$ cat src/rtl/q_secant_sequencer_if.sv
// Handshake bundle between the secant sequencer and the external step unit.
// master = sequencer (issues operands and request), slave = step unit (returns x_next).
interface q_secant_sequencer_if #(
    parameter int WIDTH = 10
);
    logic             calc_req;
    logic [WIDTH-1:0] x0;
    logic [WIDTH-1:0] x1;
    logic [WIDTH-1:0] f0;
    logic [WIDTH-1:0] f1;
    logic             calc_ack;
    logic [WIDTH-1:0] x_next;

    modport master (
        output calc_req, x0, x1, f0, f1,
        input  calc_ack, x_next
    );

    modport slave (
        input  calc_req, x0, x1, f0, f1,
        output calc_ack, x_next
    );
endinterface

$ cat src/rtl/q_secant_sequencer.sv
// Secant-method charge solver: drives i_ref, waits for the plant to settle, samples q_meas
// and asks an external step unit for the next current. Define Q_SECANT_CLAMP_EN to saturate x_next.
module q_secant_sequencer #(
    parameter int WIDTH         = 10,
    parameter int MAX_ITER      = 16,
    parameter int SETTLE_CYCLES = 8,
    parameter int TOL           = 2,
    parameter int X0_INIT       = 1,
    parameter int X1_INIT       = 11,
    parameter int I_MIN         = 0,
    parameter int I_MAX         = 1023
) (
    input  logic                       clk,
    input  logic                       rst,
    input  logic                       start,
    input  logic [WIDTH-1:0]           desired_q,
    input  logic [WIDTH-1:0]           q_meas,
    output logic [WIDTH-1:0]           i_ref,
    q_secant_sequencer_if.master       step,
    output logic                       busy,
    output logic                       done,
    output logic                       fail,
    output logic [WIDTH-1:0]           obt_q,
    output logic [4:0]                 iter_cnt
);
    localparam int W1    = WIDTH + 1;
    localparam int CNT_W = (SETTLE_CYCLES > 1) ? $clog2(SETTLE_CYCLES) : 1;

    localparam logic [CNT_W-1:0] SETTLE_LAST = CNT_W'(SETTLE_CYCLES - 1);
    localparam logic [4:0]       MAX_ITER_C  = 5'(MAX_ITER);
    localparam logic [W1-1:0]    TOL_C       = W1'(TOL);
    localparam logic [WIDTH-1:0] X0_C        = WIDTH'(X0_INIT);
    localparam logic [WIDTH-1:0] X1_C        = WIDTH'(X1_INIT);
    localparam logic [WIDTH-1:0] I_MIN_C     = WIDTH'(I_MIN);
    localparam logic [WIDTH-1:0] I_MAX_C     = WIDTH'(I_MAX);

`ifdef Q_SECANT_CLAMP_EN
    localparam bit CLAMP_EN = 1'b1;
`else
    localparam bit CLAMP_EN = 1'b0;
`endif

    typedef enum logic [2:0] {IDLE, APPLY0, SETTLE, SAMPLE, CALC, DONE} state_t;

    state_t           state_reg,   state_next;
    logic [WIDTH-1:0] desired_reg, desired_next;
    logic [WIDTH-1:0] x0_reg,      x0_next;
    logic [WIDTH-1:0] x1_reg,      x1_next;
    logic [WIDTH-1:0] f0_reg,      f0_next;
    logic [WIDTH-1:0] f1_reg,      f1_next;
    logic [WIDTH-1:0] i_ref_reg,   i_ref_next;
    logic [WIDTH-1:0] obt_reg,     obt_next;
    logic [4:0]       iter_reg,    iter_next;
    logic [CNT_W-1:0] settle_reg,  settle_next;
    logic             seed_reg,    seed_next;
    logic             done_reg,    done_next;
    logic             fail_reg,    fail_next;

    logic [W1-1:0]    q_ext;
    logic [W1-1:0]    d_ext;
    logic [W1-1:0]    err;
    logic             converged;
    logic [WIDTH-1:0] x_load;

    // Error magnitude carries one extra bit so it never wraps.
    assign q_ext     = {1'b0, q_meas};
    assign d_ext     = {1'b0, desired_reg};
    assign err       = (q_ext >= d_ext) ? (q_ext - d_ext) : (d_ext - q_ext);
    assign converged = (err <= TOL_C);

    always_comb begin
        x_load = step.x_next;
        if (CLAMP_EN) begin
            if (step.x_next <= I_MIN_C)
                x_load = I_MIN_C;
            else if (step.x_next >= I_MAX_C)
                x_load = I_MAX_C;
        end
    end

    always_ff @(posedge clk or posedge rst) begin
        if (rst) begin
            state_reg   <= IDLE;
            desired_reg <= '0;
            x0_reg      <= '0;
            x1_reg      <= '0;
            f0_reg      <= '0;
            f1_reg      <= '0;
            i_ref_reg   <= '0;
            obt_reg     <= '0;
            iter_reg    <= '0;
            settle_reg  <= '0;
            seed_reg    <= 1'b0;
            done_reg    <= 1'b0;
            fail_reg    <= 1'b0;
        end else begin
            state_reg   <= state_next;
            desired_reg <= desired_next;
            x0_reg      <= x0_next;
            x1_reg      <= x1_next;
            f0_reg      <= f0_next;
            f1_reg      <= f1_next;
            i_ref_reg   <= i_ref_next;
            obt_reg     <= obt_next;
            iter_reg    <= iter_next;
            settle_reg  <= settle_next;
            seed_reg    <= seed_next;
            done_reg    <= done_next;
            fail_reg    <= fail_next;
        end
    end

    always_comb begin
        state_next   = state_reg;
        desired_next = desired_reg;
        x0_next      = x0_reg;
        x1_next      = x1_reg;
        f0_next      = f0_reg;
        f1_next      = f1_reg;
        i_ref_next   = i_ref_reg;
        obt_next     = obt_reg;
        iter_next    = iter_reg;
        settle_next  = settle_reg;
        seed_next    = seed_reg;
        done_next    = done_reg;
        fail_next    = fail_reg;
        case (state_reg)
            IDLE, DONE: begin
                if (start) begin
                    desired_next = desired_q;
                    x0_next      = X0_C;
                    x1_next      = X1_C;
                    iter_next    = '0;
                    done_next    = 1'b0;
                    fail_next    = 1'b0;
                    state_next   = APPLY0;
                end
            end
            APPLY0: begin
                i_ref_next  = x0_reg;
                settle_next = '0;
                seed_next   = 1'b1;
                state_next  = SETTLE;
            end
            SETTLE: begin
                if (settle_reg == SETTLE_LAST)
                    state_next = SAMPLE;
                else
                    settle_next = settle_reg + CNT_W'(1);
            end
            SAMPLE: begin
                if (seed_reg) begin
                    // First sample belongs to x0; now measure at x1.
                    f0_next     = q_meas;
                    seed_next   = 1'b0;
                    i_ref_next  = x1_reg;
                    settle_next = '0;
                    state_next  = SETTLE;
                end else begin
                    f1_next  = q_meas;
                    obt_next = q_meas;
                    if (converged) begin
                        done_next  = 1'b1;
                        state_next = DONE;
                    end else if (iter_reg == MAX_ITER_C) begin
                        fail_next  = 1'b1;
                        state_next = DONE;
                    end else begin
                        state_next = CALC;
                    end
                end
            end
            CALC: begin
                if (f0_reg == f1_reg) begin
                    // Flat secant: the step would divide by zero.
                    fail_next  = 1'b1;
                    state_next = DONE;
                end else if (step.calc_ack) begin
                    x0_next     = x1_reg;
                    f0_next     = f1_reg;
                    x1_next     = x_load;
                    i_ref_next  = x_load;
                    iter_next   = iter_reg + 5'd1;
                    settle_next = '0;
                    state_next  = SETTLE;
                end
            end
            default: state_next = IDLE;
        endcase
    end

    assign busy          = (state_reg != IDLE) && (state_reg != DONE);
    assign step.calc_req = (state_reg == CALC) && (f0_reg != f1_reg);
    assign step.x0       = x0_reg;
    assign step.x1       = x1_reg;
    assign step.f0       = f0_reg;
    assign step.f1       = f1_reg;
    assign i_ref         = i_ref_reg;
    assign done          = done_reg;
    assign fail          = fail_reg;
    assign obt_q         = obt_reg;
    assign iter_cnt      = iter_reg;
endmodule
$ cat src/flat_wrapper.sv
// flat-port wrapper written by rule: the top's interface ports become plain ports
module q_secant_sequencer_flat 
#(
    parameter int WIDTH         = 10,
    parameter int MAX_ITER      = 16,
    parameter int SETTLE_CYCLES = 8,
    parameter int TOL           = 2,
    parameter int X0_INIT       = 1,
    parameter int X1_INIT       = 11,
    parameter int I_MIN         = 0,
    parameter int I_MAX         = 1023
)
  (clk, rst, start, desired_q, q_meas, i_ref, busy, done, fail, obt_q, iter_cnt, step_calc_req, step_x0, step_x1, step_f0, step_f1, step_calc_ack, step_x_next);
  q_secant_sequencer_if #(.WIDTH(WIDTH)) step_i ();
  input  logic clk;
  input  logic rst;
  input  logic start;
  input  logic [WIDTH-1:0] desired_q;
  input  logic [WIDTH-1:0] q_meas;
  output logic [WIDTH-1:0] i_ref;
  output logic busy;
  output logic done;
  output logic fail;
  output logic [WIDTH-1:0] obt_q;
  output logic [4:0] iter_cnt;
  output wire logic [$bits(step_i.calc_req)-1:0] step_calc_req;
  output wire logic [$bits(step_i.x0)-1:0] step_x0;
  output wire logic [$bits(step_i.x1)-1:0] step_x1;
  output wire logic [$bits(step_i.f0)-1:0] step_f0;
  output wire logic [$bits(step_i.f1)-1:0] step_f1;
  input wire logic [$bits(step_i.calc_ack)-1:0] step_calc_ack;
  input wire logic [$bits(step_i.x_next)-1:0] step_x_next;
  assign step_calc_req = step_i.calc_req;
  assign step_x0 = step_i.x0;
  assign step_x1 = step_i.x1;
  assign step_f0 = step_i.f0;
  assign step_f1 = step_i.f1;
  assign step_i.calc_ack = step_calc_ack;
  assign step_i.x_next = step_x_next;
  q_secant_sequencer #(.WIDTH(WIDTH), .MAX_ITER(MAX_ITER), .SETTLE_CYCLES(SETTLE_CYCLES), .TOL(TOL), .X0_INIT(X0_INIT), .X1_INIT(X1_INIT), .I_MIN(I_MIN), .I_MAX(I_MAX)) u_core (.clk(clk), .rst(rst), .start(start), .desired_q(desired_q), .q_meas(q_meas), .i_ref(i_ref), .step(step_i), .busy(busy), .done(done), .fail(fail), .obt_q(obt_q), .iter_cnt(iter_cnt));
endmodule
$ cat config.mk
export PLATFORM = sky130hd
export DESIGN_NAME = q_secant_sequencer_flat
export DESIGN_NICKNAME = d
export VERILOG_FILES = /design/src/rtl/q_secant_sequencer_if.sv /design/src/rtl/q_secant_sequencer.sv /design/src/flat_wrapper.sv
export SDC_FILE = /design/constraint.sdc
export NUM_CORES = 1
export LEC_CHECK = 0
export CAP_MARGIN = 20
export CORE_UTILIZATION = 60
export DETAILED_ROUTE_END_ITERATION = 10
export DONT_BUFFER_PORTS = 1
export PLACE_DENSITY = 0.84
export REMOVE_ABC_BUFFERS = 1
export SETUP_SLACK_MARGIN = 0.05
export SYNTH_ARGS = -nofsm -noshare
export SYNTH_HDL_FRONTEND = slang
export SYNTH_SLANG_ARGS = --single-unit
$ cat constraint.sdc
create_clock -name clk -period 3 [get_ports clk]
set_input_delay 0.45 -clock clk [delete_from_list [all_inputs] [get_ports clk]]
set_output_delay 0.45 -clock clk [all_outputs]
set_load 0.02 [all_outputs]
==> results by group <==
Clocking
  • Worst-Skew Late Latency: 350 ps
  • Depth of the CTS H-tree: 3
  • Worst-path clk slew: 90 ps
  • Deepest clock path buffer count: 2
  • CTS buffer count: 9
  • Hold buffer count at CTS: 0
  • Clock sink count: 74
  • CTS root buffer: clkbuf_8
  • CTS tree: done

Floorplanning
  • Core ar.: 7370 sq um
  • Die Height: 89.94 um
  • Die ar.: 8088 sq um
  • Die Wd: 89.94 um
  • IO Count: 103
  • Site Rows: 31
  • Initial Utilization: 62.95%

Synthesis
  • Yosys top cell area share: 39.91%
  • Area contributors post-synth: dfrtp_1 40%, nand2_1 7.3%, ha_1 6.5%, o21ai_0 5.0%, nor2_1 3.6%
  • Cell taking the most area after synthesis: dfrtp_1
  • Cells after synthesis: 537
  • Synth cell types: 59
  • Post-Syn Area: 4639 sq um
  • Main flop type after synthesis: dfrtp_1
  • Post-Syn Area per Cell: 8.640 sq um
  • Register area share after synthesis: 39.91%
  • Seq cells post-synth: 74
  • Yosys warns: 0
  • Async set-reset flop share out of synthesis: 100.0%
  • Post-synth EDFFs: 0

Critical path
  • Worst Setup Path Type: register to register
  • Worst path max stage delay: 410 ps
  • Worst EP required: 3210 ps
  • R2r setup slk: 160 ps
  • Reg2reg end: u_core.fail
  • CP max-delay cell: a2111oi_1
  • Crit end category: register
  • Critical-path maximum fanout: 3
  • Worst r2r src: u_core.desired_reg[0]
  • Crit path from: u_core.desired_reg[0]
  • CP Data Arrival Time: 3050 ps
  • CP Cell Sequence: ha_1 > inv_1 > fa_1 > a21o_1 > a21oi_1 > xnor2_1 > a211o_1 > a2111oi_1 > nor2_1 > nor4_4 > o311ai_1
  • R2R depth: 11
  • CP Capture Point: u_core.fail
  • CP Launch Type: register

Route
  • Pre-antenna DRT Iters: 5
  • Remaining DRCs: 0
  • DRT Wirelength: 12100 um
  • WL per Instance: 18.94 um
  • Via-per-instance ratio: 6.258
  • Final antenna-violating net count: 0
  • First-iteration detailed-routing DRC count: 243
  • Via count: 3999

Power and ir drop
  • Internal power: 0.003074 W
  • Pwr/cell area: 1220 nW/um^2
  • Switching power: 0.003042 W
  • Sequential Power Share: 34.7%
  • Worst vdd ir: 0.7084 mV
  • Total power draw: 0.006116 W
  • Comb pwr share: 52.5%
  • Clk pwr share: 12.8%
  • Sw frac: 49.74%
  • Leak: 2.183 nW

Place
  • IO buf count: 0
  • RD Place Congestion: 0.8692
  • Detail Placement HPWL: 8793 um

Timing
  • Slew Viols, Final: 0
  • Clk_skew: 10.79 ps
  • Setup-violating endpoint count in the final report: 0
  • RSZ-0062 raised after global routing: false
  • Fmax: 352.4 MHz
  • Tmin final: 2838 ps
  • Final Hold Viols: 0
  • Slew at the pin with the worst max-slew slack: 879.0 ps
  • Setup TNS Final: 0 ps
  • Period utilization: 94.59%
  • Relative slew slack: 41.28%

Job
  • Maxcap violations: 0

Global routing
  • Initial antenna violation count: 0
  • Pin count of the biggest net entering global routing: 39
  • Vias in the first global route: 3929
  • Total GRT Usage: 30.75%
  • First-pass GRT wire length: 19650 um
  • Grt total ovfl: 0

Cells and area
  • Layout cells sized above 1: 13.33%
  • Antenna cells: 0
  • Nets: 595
  • Area delta synth->final: 8.091%

Status
  • Status: finished clean

Hold path
  • Worst min path class: primary input to asynchronous set/reset pin
==> area by class of cell <==
class	instances	area, sq um
clock buffers	10	127.6
clock inverters	6	66.31
fillers	585	2355
inverters	31	116.4
multi-input cells	390	2499
flip-flops and latches	74	1852
well taps	99	123.9
repair buffers	29	230.2
==> cells in the final DEF, fill, tap and decap left out, types with 4 or more instances in the layout <==
cell,n
nand2_1,90
dfrtp_1,74
o21ai_0,46
nor2_1,44
inv_1,30
buf_4,28
a21oi_1,25
ha_1,22
xnor2_1,12
a31oi_1,12
o221ai_1,11
mux2_2,11
nand4_1,9
a21o_1,9
clkbuf_8,9
nand2b_1,8
xor2_1,8
nor2b_1,6
o22ai_1,6
nor3_1,5
or3_1,5
nand3_1,4
o31ai_1,4
==> cells by family after synthesis <==
logic type | count (synthesis) | synth area share [%]
mux | 13 | 3.101
buf+inv | 73 | 7.012
fa+ha+maj | 26 | 7.336
flops | 74 | 39.91
xor+xnor | 20 | 3.776
simple gates | 184 | 18.07
compound gates | 147 | 20.79
==> power groups by stage <==
stage | logic [W] | registers [W] | clock network [W]
floorplan | 0.00202 | 0.00226 | 0
global placement | 0.00300 | 0.00211 | 0
detailed placement | 0.00306 | 0.00213 | 0
CTS | 0.00307 | 0.00212 | 0.000799
global route | 0.00352 | 0.00218 | 0.000836
finish | 0.00321 | 0.00212 | 0.000784
==> per-layer routing <==
metal	share of wire, %	up-vias	GRT usage, %
met5	0	-	0
met4	3.1	0	11.56
met3	8.9	32	8.545
met2	47	208	49.17
met1	41	1896	40.06
li1	-	1863	-
==> cell usage after synthesis, types with 3 or more instances <==
cell      count
a211oi_1      3
ha_1         24
nand2_1      90
nor2_1       45
nand2b_1      8
nand3_1       4
nor2b_1       6
a31oi_1      12
o21ai_0      46
o22ai_1       6
nor3_1        5
buf_4        10
xnor2_1      12
o21ai_1       3
inv_1        31
a22o_1        3
mux2_2       11
clkbuf_1     26
xor2_1        8
a21oi_1      26
a21o_1        9
o31ai_1       4
dfrtp_1      74
buf_2         5
or3_1         5
nand4_1       9
a211o_1       3
o221ai_1     11
==> stage by stage <==
step	cells	area, sq um	utilization (%)	hold slack [ps]	setup slack (ps)
after floorplan	495	4431	-	458.4	-425.1
after global placement	620	4765	64.65	473.0	72.44
after detailed placement	620	4765	64.65	503.0	-0.02687
after CTS	636	4959	67.28	155.4	112.9
after global routing	639	5015	68.05	195.6	31.01
final	639	5015	68.05	131.8	162.4
==> what timing repair did <==
| item | 4_1_cts | 5_1_grt |
|---|---|---|
| endpoints found under the setup margin | 0 | 3 |
| gates resized for setup | 0 | 8 |
| setup buffers | 0 | 3 |
==> worst min-delay path by stage <==
stage | startpoint | to | cells past startpoint
floorplan | u_core.settle_reg[0] | u_core.settle_reg[0] | 1
global placement | u_core.settle_reg[0] | u_core.settle_reg[0] | 1
detailed placement | u_core.seed_reg | u_core.seed_reg | 2
CTS | rst | u_core.step.x1[5] | 1
global route | rst | u_core.step.x1[5] | 1
finish | rst | u_core.step.x1[5] | 1
==> critical path, delay by kind of cell, from the launching register on <==
kind,cells,cell delay (ps)
AOI/OAI and AO/OA,5,1210
xor gates and xnor gates,1,80
adders and majority gates,2,570
buffers and inverters,1,50
DFF,1,380
and+or+nand+nor,2,410
(Power assumes the default switching activity.)
